### src/rtl/key_stream_encoder.sv
// Keyboard edge detector feeding a character FIFO: each fresh single key press is queued as
// its ASCII code, and an etx press ends the stream until reset.
module key_stream_encoder #(
  parameter int DEPTH = 16
) (
  input  logic                     Clk,
  input  logic                     Rst,
  input  logic [127:0]             Keys,
  input  logic                     CharReady,
  output logic [6:0]               CharOut,
  output logic                     CharValid,
  output logic [$clog2(DEPTH):0]   Count,
  output logic                     Eot,
  output logic                     Overflow,
  output logic                     MultiKey
);

  localparam int AW = $clog2(DEPTH);
  localparam int CW = AW + 1;
  localparam logic [CW-1:0] FULL_COUNT = CW'(DEPTH);
  localparam logic [6:0]    ETX        = 7'h03;

  typedef enum logic {RUN, DONE} state_t;

  state_t         state, state_next;
  logic [127:0]   keys_p0, keys_p1, new_keys;
  logic [6:0]     mem [DEPTH];
  logic [AW-1:0]  wptr, rptr;
  logic [CW-1:0]  count;
  logic [6:0]     code;
  logic           multi, onehot, full, push_req, push, pop;

  function automatic logic [6:0] key_code(input logic [127:0] v);
    logic [6:0] idx;
    idx = 7'd0;
    for (int i = 1; i < 128; i++)
      if (v[i]) idx = 7'(i);
    return idx;
  endfunction

  // Stage p0/p1: sampled key lines and their previous sample for rising-edge detection
  always_ff @(posedge Clk) begin
    if (!Rst) begin
      keys_p0 <= '0;
      keys_p1 <= '0;
    end else begin
      keys_p0 <= Keys;
      keys_p1 <= keys_p0;
    end
  end

  always_comb begin
    new_keys    = keys_p0 & ~keys_p1;
    new_keys[0] = 1'b0;
    // Clearing the lowest set bit leaves something only when two or more bits rose.
    multi       = |(new_keys & (new_keys - 128'd1));
    onehot      = (|new_keys) && !multi;
    code        = key_code(new_keys);
    full        = (count == FULL_COUNT);
    pop         = (count != '0) && CharReady;
    push_req    = (state == RUN) && onehot;
    push        = push_req && (!full || pop);
    state_next  = state;
    if (push && code == ETX)
      state_next = DONE;
  end

  always_ff @(posedge Clk) begin
    if (!Rst) state <= RUN;
    else      state <= state_next;
  end

  // Stage p2: FIFO bookkeeping and sticky flags
  always_ff @(posedge Clk) begin
    if (!Rst) begin
      wptr     <= '0;
      rptr     <= '0;
      count    <= '0;
      Overflow <= 1'b0;
      MultiKey <= 1'b0;
    end else begin
      if (push) wptr <= wptr + 1'b1;
      if (pop)  rptr <= rptr + 1'b1;
      case ({push, pop})
        2'b10:   count <= count + 1'b1;
        2'b01:   count <= count - 1'b1;
        default: count <= count;
      endcase
      if (push_req && !push)
        Overflow <= 1'b1;
      if (state == RUN && multi)
        MultiKey <= 1'b1;
    end
  end

  always_ff @(posedge Clk) begin
    if (push) mem[wptr] <= code;
  end

  always_comb begin
    CharValid = (count != '0);
    CharOut   = CharValid ? mem[rptr] : 7'd0;
    Count     = count;
    Eot       = (state == DONE) && (count == '0);
  end

endmodule

### config.mk
export PLATFORM = sky130hd
export DESIGN_NAME = key_stream_encoder
export DESIGN_NICKNAME = d
export VERILOG_FILES = /design/src/rtl/key_stream_encoder.sv
export SDC_FILE = /design/constraint.sdc
export NUM_CORES = 1
export LEC_CHECK = 0
export ABC_CLOCK_PERIOD_IN_PS = 5100
export BUFFER_PORTS_ARGS = -buffer_cell sky130_fd_sc_hd__buf_2
export CAP_MARGIN = 20
export CELL_PAD_IN_SITES_DETAIL_PLACEMENT = 1
export CELL_PAD_IN_SITES_GLOBAL_PLACEMENT = 2
export CORE_ASPECT_RATIO = 0.5
export CORE_MARGIN = 2
export CORE_UTILIZATION = 35
export DETAILED_ROUTE_END_ITERATION = 10
export PLACE_DENSITY = 0.85
export REMOVE_ABC_BUFFERS = 1
export SLEW_MARGIN = 5
export SYNTH_ARGS = -nofsm -noshare
export SYNTH_HDL_FRONTEND = slang
export SYNTH_SLANG_ARGS = --single-unit
### constraint.sdc
create_clock -name Clk -period 5.1 [get_ports Clk]
set_input_delay 0.51 -clock Clk [delete_from_list [all_inputs] [get_ports Clk]]
set_output_delay 0.51 -clock Clk [all_outputs]
set_load 0.05 [all_outputs]
# Word-level counts from Yosys, hierarchy flattened
# Memory sizes are Yosys's and may differ from the RTL's. A register that Yosys moved wholly into a read port is not among the register bits.
# Index checks and enable logic that the tools add are counted.
[classes]
n_addsub = 5
reduce_logical = 17
n_eq_ne = 4
muxes = 133
bitwise = 4
[ops]
columns = ["cell", "n"]
rows = [
  ["7-bit two-way mux", 127],
  ["128-bit AND", 2],
  ["128-bit NOT", 1],
  ["128-bit OR reduction", 1],
  ["128-bit by 1-bit subtractor with 128-bit output, second input constant", 1],
  ["127-bit OR reduction", 1],
  ["5-bit case mux with 2 select lines", 1],
  ["4-bit by 1-bit adder with 4-bit output, second input constant", 2],
  ["1-bit logical AND", 8],
  ["4-bit two-way mux", 2],
  ["7-bit by 2-bit equality test with 1-bit output, second input constant", 1],
  ["5-bit by 1-bit adder with 5-bit output, second input constant", 1],
  ["5-bit equality test, second input constant", 1],
  ["5-bit logical NOT", 1],
  ["5-bit nonzero test", 1],
  ["5-bit by 1-bit subtractor with 5-bit output, second input constant", 1],
  ["1-bit logical NOT", 3],
  ["1-bit two-way mux", 3],
  ["2-bit by 1-bit equality test with 1-bit output, second input constant", 1],
  ["2-bit equality test, second input constant", 1],
  ["2-bit nonzero test", 1],
  ["1-bit logical OR", 1],
  ["1-bit NOT", 1],
]
[totals]
n_memories = 1
reg_bits = 272
inputBits = 131
ramBits = 112
elab_cells = 172
out_inout_bits = 16
[memory_table]
columns = ["name", "words", "width", "rd", "rd_ports_with_merged_regs", "write_ports", "line_no", "source"]
rows = [
  ["mem", 16, 7, 1, 1, 1, "27", "logic [6:0] mem [DEPTH];"],
]

# Longest topological paths before layout
# Gate-level depths: netlist of run 1.
[logic_depth]
ltp_word = 131
mapped_depth = 23
ltp_nobuf = 20

# Worst setup path after synthesis of run 1
# Ideal clock, no wire load.
[synth_path]
path_type = "reg2reg"
startpoint = "reg keys_p0[25]"
endpoint = "reg count[4] (netlist: Count[4])"
slack_ps = 132
period_less_slack_ps = 4968
path_stages_with_launch = 23
setup_ps = 76
required_time_ps = 5024
t_arrival_ps = 4892
cell_sequence = "dfxtp_1 > nor2b_1 > or4_4 > or4_4 > nor4_4 > buf_6 > nand3_4 > a2111oi_4 > nand4_1 > or4_1 > buf_6 > nor2_4 > buf_6 > inv_1 > ha_1 > inv_1 > fa_1 > inv_1 > a21o_1 > a21oi_1 > xnor2_1 > or3_1 > a21boi_0"
[synth_via]
elab_chain_len = 10
word_cells_on_any_way = 13
cone_classes = "1 x add/sub; 2 x eq/ne; 1 x mux; 2 x bitwise; 7 x reduce/logical"
[synth_lines]
columns = ["item", "line_no", "source"]
rows = [
  ["from (decl)", "26", "logic [127:0] keys_p0, keys_p1, new_keys;"],
  ["from (signal assigned)", "47", "keys_p0 <= Keys;"],
  ["128-bit AND (*)", "53", "new_keys = keys_p0 & ~keys_p1;"],
  ["128-bit by 1-bit subtractor with 128-bit output", "56", "multi = |(new_keys & (new_keys - 128'd1));"],
  ["128-bit AND", "56", ""],
  ["128-bit OR reduction", "56", ""],
  ["1-bit logical NOT", "57", "onehot = (|new_keys) && !multi;"],
  ["1-bit logical AND (*)", "57", ""],
  ["1-bit logical AND (*)", "61", "push_req = (state == RUN) && onehot;"],
  ["1-bit logical AND (*)", "62", "push = push_req && (!full || pop);"],
  ["2-bit by 1-bit equality test with 1-bit output / 2-bit equality test (equally long branches)", "84", "case ({push, pop})"],
  ["5-bit case mux with 2 select lines / 2-bit nonzero test (equally long branches)", "-", ""],
  ["to (signal assigned)", "85", "2'b10: count <= count + 1'b1;"],
  ["to (signal assigned)", "86", "2'b01: count <= count - 1'b1;"],
  ["to (signal assigned)", "87", "default: count <= count;"],
  ["to (decl)", "29", "logic [CW-1:0] count;"],
]
# Mark *: on every way between the ends. The rest lies on a longest branch, timed or not.
# A chain may end at the register's enable or synchronous reset.

# Worst setup path after layout of run 1
[layout_path]
startpoint = "reg keys_p1[27]"
endpoint = "reg count[4] (netlist: Count[4])"
[layout_via]
elab_chain_len = 11
word_cells_on_any_way = 14
cone_classes = "1 x add/sub; 2 x eq/ne; 1 x mux; 3 x bitwise; 7 x reduce/logical"
[layout_lines]
columns = ["item", "line_no", "source"]
rows = [
  ["from (decl)", "26", ""],
  ["from (signal assigned)", "48", "keys_p1 <= keys_p0;"],
  ["128-bit NOT (*)", "53", ""],
  ["128-bit AND (*)", "53", ""],
  ["128-bit by 1-bit subtractor with 128-bit output", "56", ""],
  ["128-bit AND", "56", ""],
  ["128-bit OR reduction", "56", ""],
  ["1-bit logical NOT", "57", ""],
  ["1-bit logical AND (*)", "57", ""],
  ["1-bit logical AND (*)", "61", ""],
  ["1-bit logical AND (*)", "62", ""],
  ["2-bit by 1-bit equality test with 1-bit output / 2-bit equality test (equally long branches)", "84", ""],
  ["5-bit case mux with 2 select lines / 2-bit nonzero test (equally long branches)", "-", ""],
]
# Marks and branches as above.

==> results of run 1 <==
[path summary, 6_finish.rpt]
kind	endpoint	slack [ns]	depth (start not counted)
setup reg to reg	Count[4]$_SDFFE_PN0P_	0.04	20
setup / recovery	Count[4]$_SDFFE_PN0P_	0.04	20
hold reg to reg	keys_p1[75]$_SDFF_PN0_	0.45	1
hold / removal	keys_p0[8]$_SDFF_PN0_	0.16	2
[cells by family after synthesis]
kind of cell             share of synthesized area (%)
adder cells (fa/ha/maj)                          1.037
buffers and inverters                            1.609
flip-flops                                       53.16
AO/OA/AOI/OAI                                    9.051
multiplexers                                     4.977
XOR/XNOR                                        0.3684
AND/OR/NAND/NOR                                  29.79
[cell type report]
| cell class | instances | area [sq um] |
|---|---|---|
| repair buffers | 314 | 2037 |
| fillers | 5254 | 26270 |
| well taps | 638 | 798.3 |
| clock buffers | 45 | 944.7 |
| flip-flops and latches | 386 | 8852 |
| multi-input cells | 1124 | 7664 |
| inverters | 14 | 55.05 |
| clock inverters | 21 | 254.0 |
[cells in the final DEF (no fill, tap or decap), types with 14 or more instances in the layout]
cell | synthesis | final
and2_1 | 274 | 274
dfxtp_1 | 274 | 271
buf_4 | 1 | 164
buf_2 | 1 | 144
edfxtp_1 | 112 | 112
nor2b_1 | 108 | 108
nand2b_1 | 106 | 106
nand2_1 | 78 | 78
nor2_1 | 69 | 69
a21oi_1 | 58 | 55
o21ai_0 | 54 | 52
nand3_1 | 39 | 39
clkbuf_16 | 0 | 36
mux4_2 | 35 | 35
nand4_1 | 30 | 30
nor4_1 | 34 | 28
nor3_1 | 25 | 25
a31oi_1 | 25 | 23
and3_1 | 14 | 14
[synthesized netlist by cell type, drive strengths merged (25+ instances only)]
master  number
and2       275
dfxtp      274
edfxtp     112
nor2b      109
nand2b     106
nand2       78
nor2        71
a21oi       59
o21ai       54
nand3       40
nor4        40
clkbuf      39
mux4        35
nand4       30
nor3        28
a31oi       25
[routing by layer]
metal,track usage (%),up-vias,share of wire (%)
li1,-,6242,-
met1,26.95,6431,46
met2,32.95,309,46
met3,3.367,70,5.4
met4,4.968,0,2.0
met5,0,-,0
[where the power goes]
group	leakage (nW)	total, mW	switching, mW	internal, mW
logic	4.21	0.747	0.432	0.314
clock network	0.569	2.76	1.21	1.55
registers	3.06	3.30	0.0460	3.26
[worst max-delay path: stages (launching register included)]
cell,delay (ns)
dfxtp_2,0.32
and2b_4,0.18
or4_4,0.49
or4_4,0.49
nor3_4,0.26
and4_1,0.26
buf_6,0.16
buf_4,0.15
a41oi_4,0.14
a221oi_2,0.20
nand4_1,0.15
or4_4,0.61
nor2_4,0.13
inv_2,0.06
ha_4,0.17
ha_1,0.30
a21o_1,0.19
a21oi_2,0.16
xnor2_1,0.10
or3_1,0.32
a21boi_1,0.12
[repair_timing]
action | CTS | global route
endpoints found under the setup margin | 2 | 2
setup buffers | 3 | 4
pin swaps | 12 | 11
resized for setup | 16 | 19
[sequential cells by signal, indices dropped and copies added, names as in the netlist, named ones only]
register	flops
wptr	4
Count	5
state	1
rptr	4
Overflow	1
keys_p1	127
MultiKey	1
mem	112
keys_p0	127
[metrics by stage]
stage | worst slack (ns) | setup TNS (ns) | area [sq um] | total power [mW] | hold WS [ns]
after floorplan | -0.2544 | -0.3329 | 16430 | 3.737 | 0.4207
after global placement | -0.1537 | -0.2633 | 19170 | 4.081 | 0.4292
after detailed placement | -0.3165 | -0.5105 | 19170 | 4.094 | 0.4329
after CTS | 0.006632 | 0 | 20440 | 6.874 | 0.1342
after global routing | -0.1031 | -0.2055 | 20600 | 7.098 | 0.1515
final | 0.04387 | 0 | 20600 | 6.805 | 0.1603
==> out/results.txt, run 1 <==
Post-synth EDFFs -> 112
area fraction of the dominant cell type after synthesis -> 32.96%
largest net degree at the start of global routing -> 114
crit end category -> flip-flop
final setup skew -> 0.02295 ns
CTS root buffer -> clkbuf_16
DRC violations left -> 0
Mapped Area -> 16640 sq um
CTS tree -> built
# setup viols final -> 0
IO Pins -> 147
H-tree levels -> 2
clock latency at the later pin of the worst-skew pair -> 0.56 ns
number of I/O port buffers -> 145
Max Clk Rate -> 0.1978 GHz
initial core utilization -> 35.51%
Die W -> 312.4 um
vias in the first global route -> 13470
Hold Violations, Final -> 0
area grow syn2layout -> 23.80%
Worst-Margin Slew -> 0.8090 ns
drt wl/cell -> 19.30 um
Setup crit start kind -> flip-flop
worst-case clock buffer depth -> 3
clock slew at reported path FFs -> 0.07 ns
Slew headroom -> 46.06%
clock buffer count from CTS -> 36
first-pass GRT wire length -> 76.04 mm
max-slew violation count -> 0
RSZ-0062 raised after global routing -> yes
minimum clock period -> 5.056 ns
routed vias/inst -> 5.135
# clock sinks -> 386
Async SR Flop Fraction -> 0%
DR iter-0 viols -> 932
post-layout util -> 43.96%
Worst Path Arrival -> 5.54 ns
Overall Global Routing Usage -> 19.83%
Die Footprint -> 49420 sq um
hold path startpoint -> Keys[8]
period utilisation layout -> 99.14%
layout cells sized above 1 -> 23.95%
Req. time, crit path -> 5.58 ns
status -> complete, no violations
antenna cells -> 0
YS warnings -> 0
drt total wl -> 49.05 mm
Synth Instances -> 1574
count of different cell masters after synthesis -> 83
GP Congestion -> 0.9400
Die Ht -> 158.2 um
Synth Flop Type -> dfxtp_1
Power Density -> 330.3 nW/um^2
syn_area_per_cell -> 10.57 sq um
Max FO, Critical Path -> 7
via count -> 13050
CP Launch Point -> keys_p1[27]$_SDFF_PN0_
hpwl dp -> 37.62 mm
Leakage Power -> 7.836 nW
Area contributors post-synth -> dfxtp_1, edfxtp_1, and2_1
worst vdd ir -> 164.9 uV
HP Class -> primary input to flip-flop
number of synthesized register bits -> 386
final cell count without fillers -> 2542
Core Area -> 46880 sq um
grt total ovfl -> 0
Setup Crit Path Kind -> flip-flop to flip-flop
Pre-antenna DRT Iters -> 5
placed insts -> 2466
max_cap viols -> 0
final net count -> 2017
Worst R2R Start -> keys_p1[27]$_SDFF_PN0_
std cell rows -> 56
Final ANT Viol Nets -> 0
initial antenna violation count -> 0
post-cts hold buffer count -> 0
Seq/Total Area, Yosys -> 53.16%
Synth area leader -> dfxtp_1
(Power assumes the default switching activity.)
==> run 2, diff against run 1 <==
==> constraint.sdc (replaced) <==
create_clock -name Clk -period 5.1 [get_ports Clk]
set_input_delay 0.255 -clock Clk [delete_from_list [all_inputs] [get_ports Clk]]
set_output_delay 0.255 -clock Clk [all_outputs]
set_load 0.05 [all_outputs]
==> run 2 against run 1 <==
Compared with the run above: clock-buffer cell count is 5 higher; clock power increased by 3%; setup slack gained 0.092 ns; critical endpoint is now Count[3]$_SDFFE_PN0P_; worst hold slack got worse by 0.0023 ns; sequential share of layout area fell by 2.5 points; largest power group unchanged; non-clock buffer count up 118; final area grew 6.2%; critical path depth did not move; die area unchanged.
==> out/results.txt, run 2 (same netlist as run 1, synthesis figures left out) <==
final net count -> 2136
area grow syn2layout -> 31.51%
Worst path most repeated cell -> or4_4
most frequent cells in the layout -> and2_1, dfxtp_1, buf_4
Top Metal Used -> met4
Overall Global Routing Usage -> 21.11%
Crit-path slowest cell -> or4_4
Slew headroom -> 29.11%
DR iter-0 viols -> 880
metal2 WL -> 25.61 mm
clock buffer count from CTS -> 37
WL met3 -> 2.788 mm
final setup skew -> 0.02491 ns
crit path cell chain -> nor2b_1 > or4_4 > or4_4 > nor3_4 > nand2_1 > a2111o_1 > nor4_2 > buf_4 > nand4_1 > or4_4 > nor2_4 > inv_2 > ha_4 > buf_4 > ha_1 > a21o_1 > a21oi_2 > xor2_1 > o21ai_1 > and2_1
routed vias/inst -> 5.089
number of I/O port buffers -> 145
Worst Path Arrival -> 5.42 ns
CTS root buffer -> clkbuf_16
clock slew at reported path FFs -> 0.07 ns
clock latency at the later pin of the worst-skew pair -> 0.56 ns
Final ANT Viol Nets -> 0
status -> complete, no violations
DRC violations left -> 0
CP peak stage delay -> 0.61 ns
design area -> 21890 sq um
drt wl/cell -> 19.80 um
Setup Crit Path Kind -> flip-flop to flip-flop
GP Congestion -> 0.9579
# clock sinks -> 386
vias in the first global route -> 13810
period utilisation layout -> 97.33%
Max Clk Rate -> 0.2014 GHz
Die W -> 312.4 um
Reg2Reg Depth -> 20
Worst-Margin Slew -> 1.059 ns
layout cells sized above 1 -> 22.28%
Leakage Power -> 8.374 nW
first-pass GRT wire length -> 80.47 mm
std cell rows -> 56
via count -> 13560
IO Pins -> 147
minimum clock period -> 4.964 ns
Power Density -> 318.8 nW/um^2
Regs by FF count -> keys_p0 (127), keys_p1 (127), mem (112)
initial core utilization -> 35.51%
worst vdd ir -> 178.5 uV
max-slew violation count -> 0
largest net degree at the start of global routing -> 114
Post-Place Cell Area -> 19120 sq um
grt total ovfl -> 0
M1 WL -> 23.72 mm
Max FO, Critical Path -> 5
crit end category -> flip-flop
Final TNS setup -> 0 ns
layout filler cell count -> 5194
CTS tree -> built
Setup crit start kind -> flip-flop
Die Ht -> 158.2 um
Core Area -> 46880 sq um
hold path depth -> 2
leading cell type in the layout, fill and taps excluded -> and2_1
post-layout util -> 46.70%
initial antenna violation count -> 2
HP Class -> primary input to flip-flop
drt total wl -> 52.74 mm
max_cap viols -> 0
Pre-antenna DRT Iters -> 5
Die Footprint -> 49420 sq um
Req. time, crit path -> 5.55 ns
# setup viols final -> 0
hpwl dp -> 37.30 mm
Hold Violations, Final -> 0
worst-case clock buffer depth -> 3
H-tree levels -> 2
total power after layout -> 6.979 mW
run 2: cell types whose count changed in the layout (fill, tap and decap cells not counted), moves of 3 or more:
cell / change
dlygate4sd3_1: +127
buf_4: -10
clkbuf_8: +7
clkinv_2: +4
clkbuf_1: -3
clkinv_1: -3
run 2: area by class of cell:
type / count / area [sq um] / share of cell area (%)
multi-input cells: 1124 / 7679 / 35.08
inverters: 14 / 55.05 / 0.2515
flip-flops and latches: 386 / 8852 / 40.44
repair buffers: 432 / 3237 / 14.79
clock inverters: 18 / 207.7 / 0.9489
diodes: 2 / 5.005 / 0.02286
well taps: 638 / 798.3 / 3.647
clock buffers: 50 / 1055 / 4.819
run 2: power by group:
| part | internal (mW) | total, mW | switching, mW |
|---|---|---|---|
| combinational | 0.376 | 0.837 | 0.461 |
| clock | 1.59 | 2.84 | 1.25 |
| sequential | 3.26 | 3.30 | 0.0472 |
run 2: path summary, 6_finish.rpt:
check,from,to,slack (ns)
worst max-delay path,keys_p0[25]$_SDFF_PN0_,Count[3]$_SDFFE_PN0P_,0.14
worst min-delay path,Rst,keys_p0[46]$_SDFF_PN0_,0.16
worst max register to register,keys_p0[25]$_SDFF_PN0_,Count[3]$_SDFFE_PN0P_,0.14
worst min register to register,keys_p0[95]$_SDFF_PN0_,keys_p1[95]$_SDFF_PN0_,0.45
run 2: timing repair:
item,in CTS,in global routing
hold buffers,127,0
gates resized for setup,17,18
endpoints found under the setup margin,2,2
pin swaps,10,19
gates cloned,0,1
buffers inserted,0,3
endpoints found under the hold margin,127,0
run 2: metal layers:
| metal | vias up | GRT usage (%) |
|---|---|---|
| met5 | - | 0 |
| met4 | 0 | 3.732 |
| met3 | 44 | 4.100 |
| met2 | 301 | 36.35 |
| met1 | 6735 | 27.95 |
| li1 | 6477 | - |
run 2: metrics by stage:
step | instances | hold slack, ns | setup slack (ns)
2_1_floorplan | 1524 | 0.3728 | -0.2544
3_3_place_gp | 2461 | 0.4292 | -0.1108
3_5_place_dp | 2461 | 0.4336 | -0.1827
4_1_cts | 2656 | 0.1519 | 0.009064
5_1_grt | 2663 | 0.1834 | -0.07881
6_report | 2664 | 0.1580 | 0.1359
run 2: critical path: cells and delay by family, from the launching register on:
family / cells / cell delay, ns
buffers and inverters: 3 / 0.36
AND/OR/NAND/NOR: 10 / 2.76
AO/OA/AOI/OAI: 4 / 0.80
adder cells (fa/ha/maj): 2 / 0.44
XOR/XNOR: 1 / 0.15
flip-flops: 1 / 0.33
